`src/rtl/sram_arb_pkg.sv`:
```
// sram_arb_pkg: shared FSM state enum and default sizes for sram_port_arbiter
package sram_arb_pkg;
  typedef enum logic {INIT, ACTIVE} state_t;
  localparam int BITS = 64;
  localparam int WORD_DEPTH = 128;
  localparam int ADD_WIDTH = 7;
endpackage

```
`src/rtl/sram_rr_arb2.sv`:
```
// sram_rr_arb2: 2-way round-robin grant (ports clk, rst, en, req_w, req_r -> gnt_w, gnt_r); last_w pointer favours write after reset and moves only on a grant
module sram_rr_arb2 (
  input  logic clk,
  input  logic rst,
  input  logic en,
  input  logic req_w,
  input  logic req_r,
  output logic gnt_w,
  output logic gnt_r
);
  logic last_w_q, last_w_d;
  always_comb begin
    gnt_w = en && req_w && (!req_r || !last_w_q);
    gnt_r = en && req_r && (!req_w || last_w_q);
    last_w_d = gnt_w ? 1'b1 : gnt_r ? 1'b0 : last_w_q;
  end
  always_ff @(posedge clk) last_w_q <= rst ? 1'b0 : last_w_d;
endmodule

```
`src/rtl/sram_port_arbiter.sv`:
```
// sram_port_arbiter: write/read port arbiter for one 1-cycle-latency single-port SRAM (clock, reset, w_*/r_* requests, resp_*, init_done, sram_CEB/WEB/A/D/Q); SRAM_ARB_INIT_EN adds a zero-fill sweep after reset
module sram_port_arbiter
  import sram_arb_pkg::*;
#(
  parameter int Bits       = BITS,
  parameter int Word_Depth = WORD_DEPTH,
  parameter int Add_Width  = ADD_WIDTH
) (
  input  logic                 clock,
  input  logic                 reset,
  input  logic                 w_valid,
  output logic                 w_ready,
  input  logic [Add_Width-1:0] w_addr,
  input  logic [Bits-1:0]      w_data,
  input  logic                 r_valid,
  output logic                 r_ready,
  input  logic [Add_Width-1:0] r_addr,
  output logic                 resp_valid,
  output logic [Bits-1:0]      resp_data,
  output logic                 init_done,
  output logic                 sram_CEB,
  output logic                 sram_WEB,
  output logic [Add_Width-1:0] sram_A,
  output logic [Bits-1:0]      sram_D,
  input  logic [Bits-1:0]      sram_Q
);
  logic active, init_wr, gnt_w, gnt_r, resp_valid_q, resp_valid_d;
  logic [Add_Width-1:0] sweep_a;
  logic [Bits-1:0] hold_q, hold_d;
`ifdef SRAM_ARB_INIT_EN
  state_t state_q, state_d;
  logic [Add_Width-1:0] init_cnt_q, init_cnt_d;
  always_comb begin
    init_wr = !reset && state_q == INIT;
    active = !reset && state_q == ACTIVE;
    sweep_a = init_cnt_q;
    init_cnt_d = init_wr ? init_cnt_q + 1'b1 : init_cnt_q;
    state_d = init_wr && init_cnt_q == Add_Width'(Word_Depth - 1) ? ACTIVE : state_q;
  end
  always_ff @(posedge clock) begin
    state_q <= reset ? INIT : state_d;
    init_cnt_q <= reset ? '0 : init_cnt_d;
  end
`else
  assign init_wr = 1'b0;
  assign active = !reset;
  assign sweep_a = '0;
`endif
  assign init_done = active;
  sram_rr_arb2 u_arb (
    .clk  (clock),
    .rst  (reset),
    .en   (active),
    .req_w(w_valid),
    .req_r(r_valid),
    .gnt_w(gnt_w),
    .gnt_r(gnt_r)
  );
  always_comb begin
    w_ready = gnt_w;
    r_ready = gnt_r;
    sram_CEB = !(init_wr || gnt_w || gnt_r);
    sram_WEB = !(init_wr || gnt_w);
    sram_A = init_wr ? sweep_a : gnt_w ? w_addr : gnt_r ? r_addr : '0;
    sram_D = gnt_w ? w_data : '0;
    resp_valid_d = gnt_r;
    hold_d = resp_valid_q ? sram_Q : hold_q;
    resp_valid = resp_valid_q && !reset;
    resp_data = reset ? '0 : resp_valid_q ? sram_Q : hold_q;
  end
  always_ff @(posedge clock) begin
    resp_valid_q <= reset ? 1'b0 : resp_valid_d;
    hold_q <= reset ? '0 : hold_d;
  end
endmodule

```
`config.mk`:
```
export PLATFORM = sky130hd
export DESIGN_NAME = sram_port_arbiter
export DESIGN_NICKNAME = d
export VERILOG_FILES = /design/src/rtl/sram_arb_pkg.sv /design/src/rtl/sram_rr_arb2.sv /design/src/rtl/sram_port_arbiter.sv
export SDC_FILE = /design/constraint.sdc
export NUM_CORES = 1
export LEC_CHECK = 0
export BUFFER_PORTS_ARGS = -buffer_cell sky130_fd_sc_hd__clkbuf_2
export CAP_MARGIN = 20
export CORE_AREA = 2 2 112 114
export CTS_CLUSTER_SIZE = 30
export DETAILED_ROUTE_END_ITERATION = 8
export DIE_AREA = 0 0 114 116
export PLACE_DENSITY = 0.54
export SYNTH_ARGS = -nofsm -noshare
export SYNTH_HDL_FRONTEND = slang
export SYNTH_HIERARCHICAL = 1
export SYNTH_SLANG_ARGS = --single-unit
```
`constraint.sdc`:
```
create_clock -name clock -period 4.5 [get_ports clock]
set_clock_uncertainty 0.05 [all_clocks]
set_input_delay 0.9 -clock clock [delete_from_list [all_inputs] [get_ports clock]]
set_output_delay 0.9 -clock clock [all_outputs]
set_load 0.01 [all_outputs]
```
==> impl_metrics.toml, run 1 <==
[cts]
clockRootBuffer = "clkbuf_16"
cts.sinks = 66
clkLatencyLatePin_ns = 0.33
cts_max_level = 3
cts_hold_buf = 0
post_cts_resized = 0
cts_setup_buffers = 0
cts_buffer_depth = 2
cts_tree = "built"
cts.clk_slew.worst_paths_ns = 0.05
cts_buffers = 9

[floorplanning]
io_pins = 287
die_y_um = 116
dieArea_um2 = 13220
core_area_um2 = 11910
rows = 40
die_w_um = 114
start_util_pct = 24.28

[sta]
slew_violations = 0
finalCritPeriodShare_pct = 70.00
fmax_mhz = 317.4
hold_violations = 0
min_period_ns = 3.150
setup_slack_ns = 1.350
relSlewSlack_pct = 25.96
finalSetupTns_ns = 0
max_slew.worst_pin.slew_ns = 1.111
setup_viol_count_final = 0
hold_slack_ns = 0.4564
rsz0062_at_grt = "false"

[layout]
area_growth_pct = 62.01
final_nets = 724
drive_above_1_share_pct = 52.66
stdcell_area_um2 = 4684
nFillCells = 1276
antenna_cells = 0

[synthesis]
avgSynthCellArea_um2 = 9.606
synth_compound_area_share_pct = 2.942
synth_top_area_share_pct = 45.69
synth_fp_nets = 447
synth-simple-area-share_pct = 23.19
yosys-mux-area-fraction_pct = 22.15
synth_common_cells = "dfxtp_1 (66), nor2_1 (65), and2_1 (64), mux2i_1 (64), clkbuf_1 (11)"
synth_top_family_by_area = "simple AND/OR/NAND/NOR gates"
synthArstFlopShare_pct = 0
synth_most_common_cell = "dfxtp_1"
synth_ff_type = "dfxtp_1"
synth_xor_xnor_area_share_pct = 0
synth-seq-area-share_pct = 45.69
synth_edf_count = 0
synth_seq_cells = 66
synth_fa_ha_area_share_pct = 0
synthTopCellsByArea = "dfxtp_1 (46%), mux2i_1 (22%), and2_1 (14%)"
synthCells = 301
syn_area_um2 = 2892
yosysWarnings = 6
synth_top_area_cell = "dfxtp_1"
yosysUniqueCellTypes = 16

[placement]
placed_area_um2 = 4382
gp_congestion = 0.8372
pre_cts_ws_ns = 1.320
port_buffers = 286
place_hpwl_mm = 8.415

[detailed_routing]
wirelength_mm = 10.44
wl_met2_mm = 5.339
highest_layer = "met4"
drtPass1Iterations = 3
vias = 2991
vias_per_cell = 4.097
wl_met3_um = 966
wl_met1_mm = 3.961
wl_per_cell_um = 14.30
drt_iter0_drc = 39
drcViolationCount = 0
antenna_left = 0

[worst_setup_path]
path_class = "input pin to primary output"
worstPathRequired_ns = 3.55
start_kind = "input pin"
cp.arrival_ns = 2.20
worst_setup_path_end_kind = "primary output"
critPathMaxFanout = 7

[power_and_ir_drop]
p_leak_uw = 0.002416
sw_frac_of_total_pct = 23.27
p_clk_share_pct = 45.6
ir_drop_mv = 0.1561
power_frac_comb_pct = 13.7
power_density_nw_per_um2 = 321.7
pwr-share-seq_pct = 40.7
p_sw_uw = 350.7
total_power_uw = 1507
p_int_uw = 1156

[global_route]
antenna_found_initial = 0
track_usage_pct = 14.87
grt-ovfl-total = 0
grt_pass1_vias = 2924
grt_max_degree = 68
grt_pass1_wl_mm = 15.01

[run_status]
outcome = "finished clean"

[job]
maxCapViolCount = 0

[min_path]
hp-class = "flop to flop"
final timing paths:
| kind | from | end | slack, ns | cells past startpoint |
|---|---|---|---|---|
| worst max register to register | resp_valid_q | hold_q[5] | 2.80 | 2 |
| worst min register to register | hold_q[12] | hold_q[12] | 0.46 | 2 |
| worst max-delay path | reset | sram_A[2] | 1.35 | 7 |
| worst min-delay path | hold_q[12] | hold_q[12] | 0.46 | 2 |
layout make-up:
type                       count  area (um2)  share of cell area, %
timing repair buffer         289        1454                  31.04
tap                          147       183.9                  3.926
clock inverter                 1       5.005                 0.1068
clock buffer                  15       297.8                  6.357
inverter                       3       11.26                 0.2404
multi-input combinational    209        1408                  30.05
sequential                    66        1325                  28.29
cell families (layout without fill, tap and decap cells):
logic type,after synthesis,count (layout)
simple gates,134,134
flops,66,66
mux,64,64
buf+inv,26,308
compound gates,11,11
flip-flops by register name (all words and copies together) (netlist names):
signal,flops
resp_valid_q,1
u_arb/last_w_q,1
hold_q,64
cell usage in the layout (no fill, tap or decap):
master,n
nor2_1,65
clkinv_2,1
dfxtp_4,1
dfxtp_1,65
inv_2,1
a311oi_1,1
inv_1,2
clkbuf_16,9
mux2i_1,64
and2_1,64
nand2_1,2
clkbuf_1,1
clkbuf_2,286
nor2b_1,3
a21oi_1,2
a21oi_4,1
clkbuf_8,5
a22o_1,7
buf_4,3
power by group through the flow:
stage               logic [uW]  registers [uW]  clock network, uW
floorplan                  106             616                  0
global placement           208             625                  0
detailed placement         209             626                  0
CTS                        211             614                710
global route               229             615                736
finish                     207             614                686
per-stage QoR:
step	cells	util [%]
after CTS	730	39.33
after global placement	714	36.79
final	730	39.33
after floorplan	301	-
after global routing	730	39.33
after detailed placement	714	36.79
worst max-delay path, cell delays in order:
cell	delay, ns
clkbuf_2	0.12
inv_2	0.09
nand2_1	0.05
a21oi_1	0.23
nor2b_1	0.47
a22o_1	0.21
clkbuf_2	0.13
layer usage:
layer	vias to the layer above	track usage (%)
met4	0	5.935
met3	12	5.701
met2	142	26.98
met1	1301	15.52
met5	-	0
li1	1536	-
(Power assumes the default switching activity.)
==> inputs of run 2 (changes only) <==
PLACE_DENSITY = 0.56   (was 0.54)
clock period = 2.67 ns   (was 4.5 ns; I/O delays follow)
==> run 2 against run 1 <==
Net effect:
- die area stayed put
- critical endpoint is now sram_A[0]
- largest power group unchanged
- count of clock-buffer cells in the layout is 4 lower
- first-iteration DRC count grew to 2.6 times the previous value
- largest cell class unchanged
- utilization is 0.36 points higher
==> impl_metrics.toml, run 2 (synthesized netlist as in run 1, its figures left out) <==
[run_status]
outcome = "finished clean"

[floorplanning]
start_util_pct = 24.28
rows = 40
die_w_um = 114
io_pins = 287
die_y_um = 116
core_area_um2 = 11910
dieArea_um2 = 13220

[cts]
cts_tree = "built"
cts_max_level = 3
post_cts_resized = 0
cts.sinks = 66
cts_buffer_depth = 2
cts.clk_slew.worst_paths_ns = 0.05
cts_setup_buffers = 0
clkLatencyLatePin_ns = 0.32
clockRootBuffer = "clkbuf_16"
cts_hold_buf = 0
cts_buffers = 9

[power_and_ir_drop]
p_int_uw = 1958
p_sw_uw = 582.0
power_frac_comb_pct = 14.5
pwr-share-seq_pct = 40.3
sw_frac_of_total_pct = 22.91
p_leak_uw = 0.002431
power_density_nw_per_um2 = 537.4
p_clk_share_pct = 45.2
ir_drop_mv = 0.2645

[sta]
finalSetupTns_ns = 0
min_period_ns = 2.342
hold_slack_ns = 0.4325
relSlewSlack_pct = 54.22
max_slew.worst_pin.slew_ns = 0.6867
slew_violations = 0
rsz0062_at_grt = "false"
fmax_mhz = 427.0
finalCritPeriodShare_pct = 87.70
hold_violations = 0
setup_viol_count_final = 0

[layout]
largest_register = "hold_q"
drive_above_1_share_pct = 52.83
final_nets = 726
area_growth_pct = 63.48
largest_reg_flops = 64
nFillCells = 1231
multi_input_area_um2 = 1408
top_regs = "hold_q (64), resp_valid_q (1), u_arb/last_w_q (1)"
antenna_cells = 0
layout_commonest_cell = "clkbuf_2"
final_cell_mix = "clkbuf_2 (286), nor2_1 (65), dfxtp_1 (65)"
regArea_um2 = 1325
final_core_utilization_pct = 39.68

[worst_setup_path]
path_class = "input pin to primary output"
start_kind = "input pin"
worst_setup_path_end_kind = "primary output"
worstPathRequired_ns = 2.09
startpoint = "reset"
cp.arrival_ns = 1.76
reg2regPathDepth = 3
critPathMaxFanout = 7
r2r-start = "resp_valid_q"

[min_path]
hp-class = "input pin to flop"
min_from = "r_valid"
hold_depth = 2

[global_route]
grt_pass1_wl_mm = 14.97
grt_max_degree = 72
track_usage_pct = 14.73
grt-ovfl-total = 0
antenna_found_initial = 0
grt_pass1_vias = 2999

[detailed_routing]
drcViolationCount = 0
vias_per_cell = 4.134
wl_per_cell_um = 14.24
antenna_left = 0
drtPass1Iterations = 4
wirelength_mm = 10.39
vias = 3018
drt_iter0_drc = 103

[placement]
gp_congestion = 0.8533
port_buffers = 286
place_hpwl_mm = 8.469

[job]
maxCapViolCount = 0
run 2: cell count changes in the layout (fill, tap and decap cells not counted):
cell	previous run	this run
clkbuf_1	1	0
buf_12	0	3
clkbuf_8	5	2
buf_4	3	2
clkinv_2	1	2
bufinv_16	0	1
run 2: metrics by stage:
step	setup slack [ns]	power [uW]	instances	area, um2
2_1_floorplan	0.1783	1217	301	2892
3_3_place_gp	0.3771	1412	716	4434
5_1_grt	0.1459	2662	730	4727
6_report	0.3283	2540	730	4727
3_5_place_dp	0.3424	1415	716	4434
4_1_cts	0.3229	2586	730	4727
run 2: cell type report:
type / count / share of cell area [%]
multi-input combinational: 209 / 29.78
clock inverter: 3 / 0.8470
sequential: 66 / 28.03
timing repair buffer: 291 / 31.87
inverter: 3 / 0.2382
clock buffer: 11 / 5.347
tap: 147 / 3.891
run 2: worst paths after layout:
| check | endpoint | slack, ns |
|---|---|---|
| setup / recovery | sram_A[0] | 0.33 |
| hold / removal | u_arb/last_w_q | 0.43 |
| setup reg to reg | hold_q[32] | 1.32 |
| hold reg to reg | hold_q[61] | 0.45 |
run 2: power by group through the flow:
| stage | clock [uW] | combinational (uW) | sequential [uW] |
|---|---|---|---|
| after detailed placement | 0 | 370 | 1050 |
| after CTS | 1190 | 373 | 1020 |
| after global placement | 0 | 368 | 1040 |
| final | 1150 | 368 | 1020 |
| after floorplan | 0 | 178 | 1040 |
| after global routing | 1230 | 404 | 1030 |
run 2: worst max-delay path, stage by stage:
cell      delay, ns
clkbuf_2       0.13
inv_2          0.10
nand2_1        0.05
a21oi_1        0.15
nor2b_1        0.45
a22o_1         0.21
clkbuf_2       0.13
run 2: metal layers:
metal | routed length, um | global-route usage [%]
met2 | 5258 | 25.71
met1 | 3914 | 15.35
met5 | 0 | 0
met3 | 1069 | 7.322
met4 | 151 | 5.366
==> inputs of run 3 (changes only) <==
REMOVE_ABC_BUFFERS = 1   (was not set)
==> run 3 against run 2 <==
Net effect:
- hold slack improved by 0.0071 ns
- sequential power barely moved
- global-route usage barely moved
- clock power fell by 7%
- sequential cell count did not move
- count of clock-buffer cells in the layout rose by 1
- sequential share of layout area fell by 0.059 points
- fmax rose by 0.73%
- die area did not move
- non-clock buffer count rose by 2
- critical path depth fell by 2
- wire length barely moved
==> impl_metrics.toml, run 3 (synthesized netlist as in run 1, its figures left out) <==
[run_status]
outcome = "finished clean"

[power_and_ir_drop]
power_frac_comb_pct = 15.0
sw_frac_of_total_pct = 23.94
p_sw_uw = 590.2
pwr-share-seq_pct = 41.6
p_leak_uw = 0.002429
total_power_uw = 2466
p_clk_share_pct = 43.4
ir_drop_mv = 0.3250
p_int_uw = 1876
power_density_nw_per_um2 = 520.5

[sta]
min_period_ns = 2.325
relSlewSlack_pct = 67.12
rsz0062_at_grt = "false"
finalCritPeriodShare_pct = 87.07
setup_viol_count_final = 0
slew_violations = 0
hold_violations = 0
max_slew.worst_pin.slew_ns = 0.4923
hold_slack_ns = 0.4395
fmax_mhz = 430.2

[cts]
cts_max_level = 3
post_cts_resized = 0
cts_buffer_depth = 2
cts.sinks = 66
cts_hold_buf = 0
clkLatencyLatePin_ns = 0.32
clockRootBuffer = "clkbuf_16"
cts_buffers = 9
cts_tree = "built"
cts_setup_buffers = 0
cts.clk_slew.worst_paths_ns = 0.05

[layout]
drive_above_1_share_pct = 52.65
largest_register = "hold_q"
area_growth_pct = 63.83
nFillCells = 1244
top_regs = "hold_q (64), resp_valid_q (1), u_arb/last_w_q (1)"
final_cell_mix = "clkbuf_2 (286), nor2_1 (65), dfxtp_1 (65)"
layout_commonest_cell = "clkbuf_2"
final_core_utilization_pct = 39.77
largest_reg_flops = 64
stdcell_area_um2 = 4737
final_nets = 728

[global_route]
grt_max_degree = 75
track_usage_pct = 14.68
grt-busiest-layer = "met2"
grtUsageMet1_pct = 14.88
antenna_found_initial = 2
grtUsageMet3_pct = 7.479
grt_pass1_vias = 3016
grt_pass1_wl_mm = 14.88
grt_use_met2_pct = 25.63
grt-ovfl-total = 0

[detailed_routing]
wirelength_mm = 10.40
drt_iter0_drc = 117
drcViolationCount = 0
drtPass1Iterations = 4
vias_per_cell = 4.199
antenna_left = 0
wl_per_cell_um = 14.17
vias = 3082

[min_path]
hp-class = "input pin to flop"

[worst_setup_path]
worstPathRequired_ns = 2.09
path_class = "flop to primary output"
worst_setup_path_end_kind = "primary output"
critPathMaxFanout = 7
start_kind = "flop"
cp.arrival_ns = 1.74

[job]
maxCapViolCount = 0

[floorplanning]
core_area_um2 = 11910
io_pins = 287
dieArea_um2 = 13220
start_util_pct = 24.28
die_y_um = 116
rows = 40
die_w_um = 114

[placement]
port_buffers = 286
place_hpwl_mm = 8.781
placed_area_um2 = 4462
gp_congestion = 0.8113
run 3: cell types whose count changed in the layout (fill, tap and decap cells not counted), sizes merged:
cell | before | now
clkinvlp | 0 | 1
diode | 0 | 2
buf | 5 | 7
clkbuf | 297 | 298
clkinv | 2 | 1
bufinv | 1 | 0
run 3: stage by stage:
stage	TNS [ns]	instances	setup slack [ns]
floorplan	-124.37	278	-1.204
global placement	0	718	0.4336
detailed placement	0	718	0.3694
CTS	0	732	0.3541
global route	0	732	0.1847
finish	0	734	0.3452
run 3: worst max-delay path: stages (launching register included):
cell      delay (ns)
dfxtp_1         0.41
inv_1           0.06
a21oi_1         0.15
nor2b_1         0.45
a22o_1          0.21
clkbuf_2        0.13
run 3: final timing paths:
check	slack (ns)	start	cells past startpoint	endpoint
min reg2reg	0.46	hold_q[3]	2	hold_q[3]
max	0.35	u_arb/last_w_q	5	sram_A[2]
max reg2reg	1.29	resp_valid_q	3	hold_q[5]
min	0.44	sram_Q[2]	3	hold_q[2]
run 3: metal layers:
metal  wire, um  part of all wire [%]
met5          0                     0
met4        194                   1.9
met3       1363                    13
met2       5121                    49
met1       3722                    36
run 3: cell type report:
cell class	instances	area, um2	area share [%]
multi-input combinational	209	1408	29.71
tap	147	183.9	3.883
clock inverter	2	12.51	0.2641
sequential	66	1325	27.97
antenna	2	5.005	0.1057
inverter	3	11.26	0.2377
clock buffer	12	257.7	5.441
timing repair buffer	293	1534	32.38
run 3: power groups by stage:
stage / Combinational [uW] / Sequential [uW] / Clock [uW]
final: 371 / 1030 / 1070
after detailed placement: 376 / 1050 / 0
after floorplan: 148 / 1050 / 0
after global routing: 408 / 1030 / 1130
after global placement: 372 / 1050 / 0
after CTS: 376 / 1030 / 1100
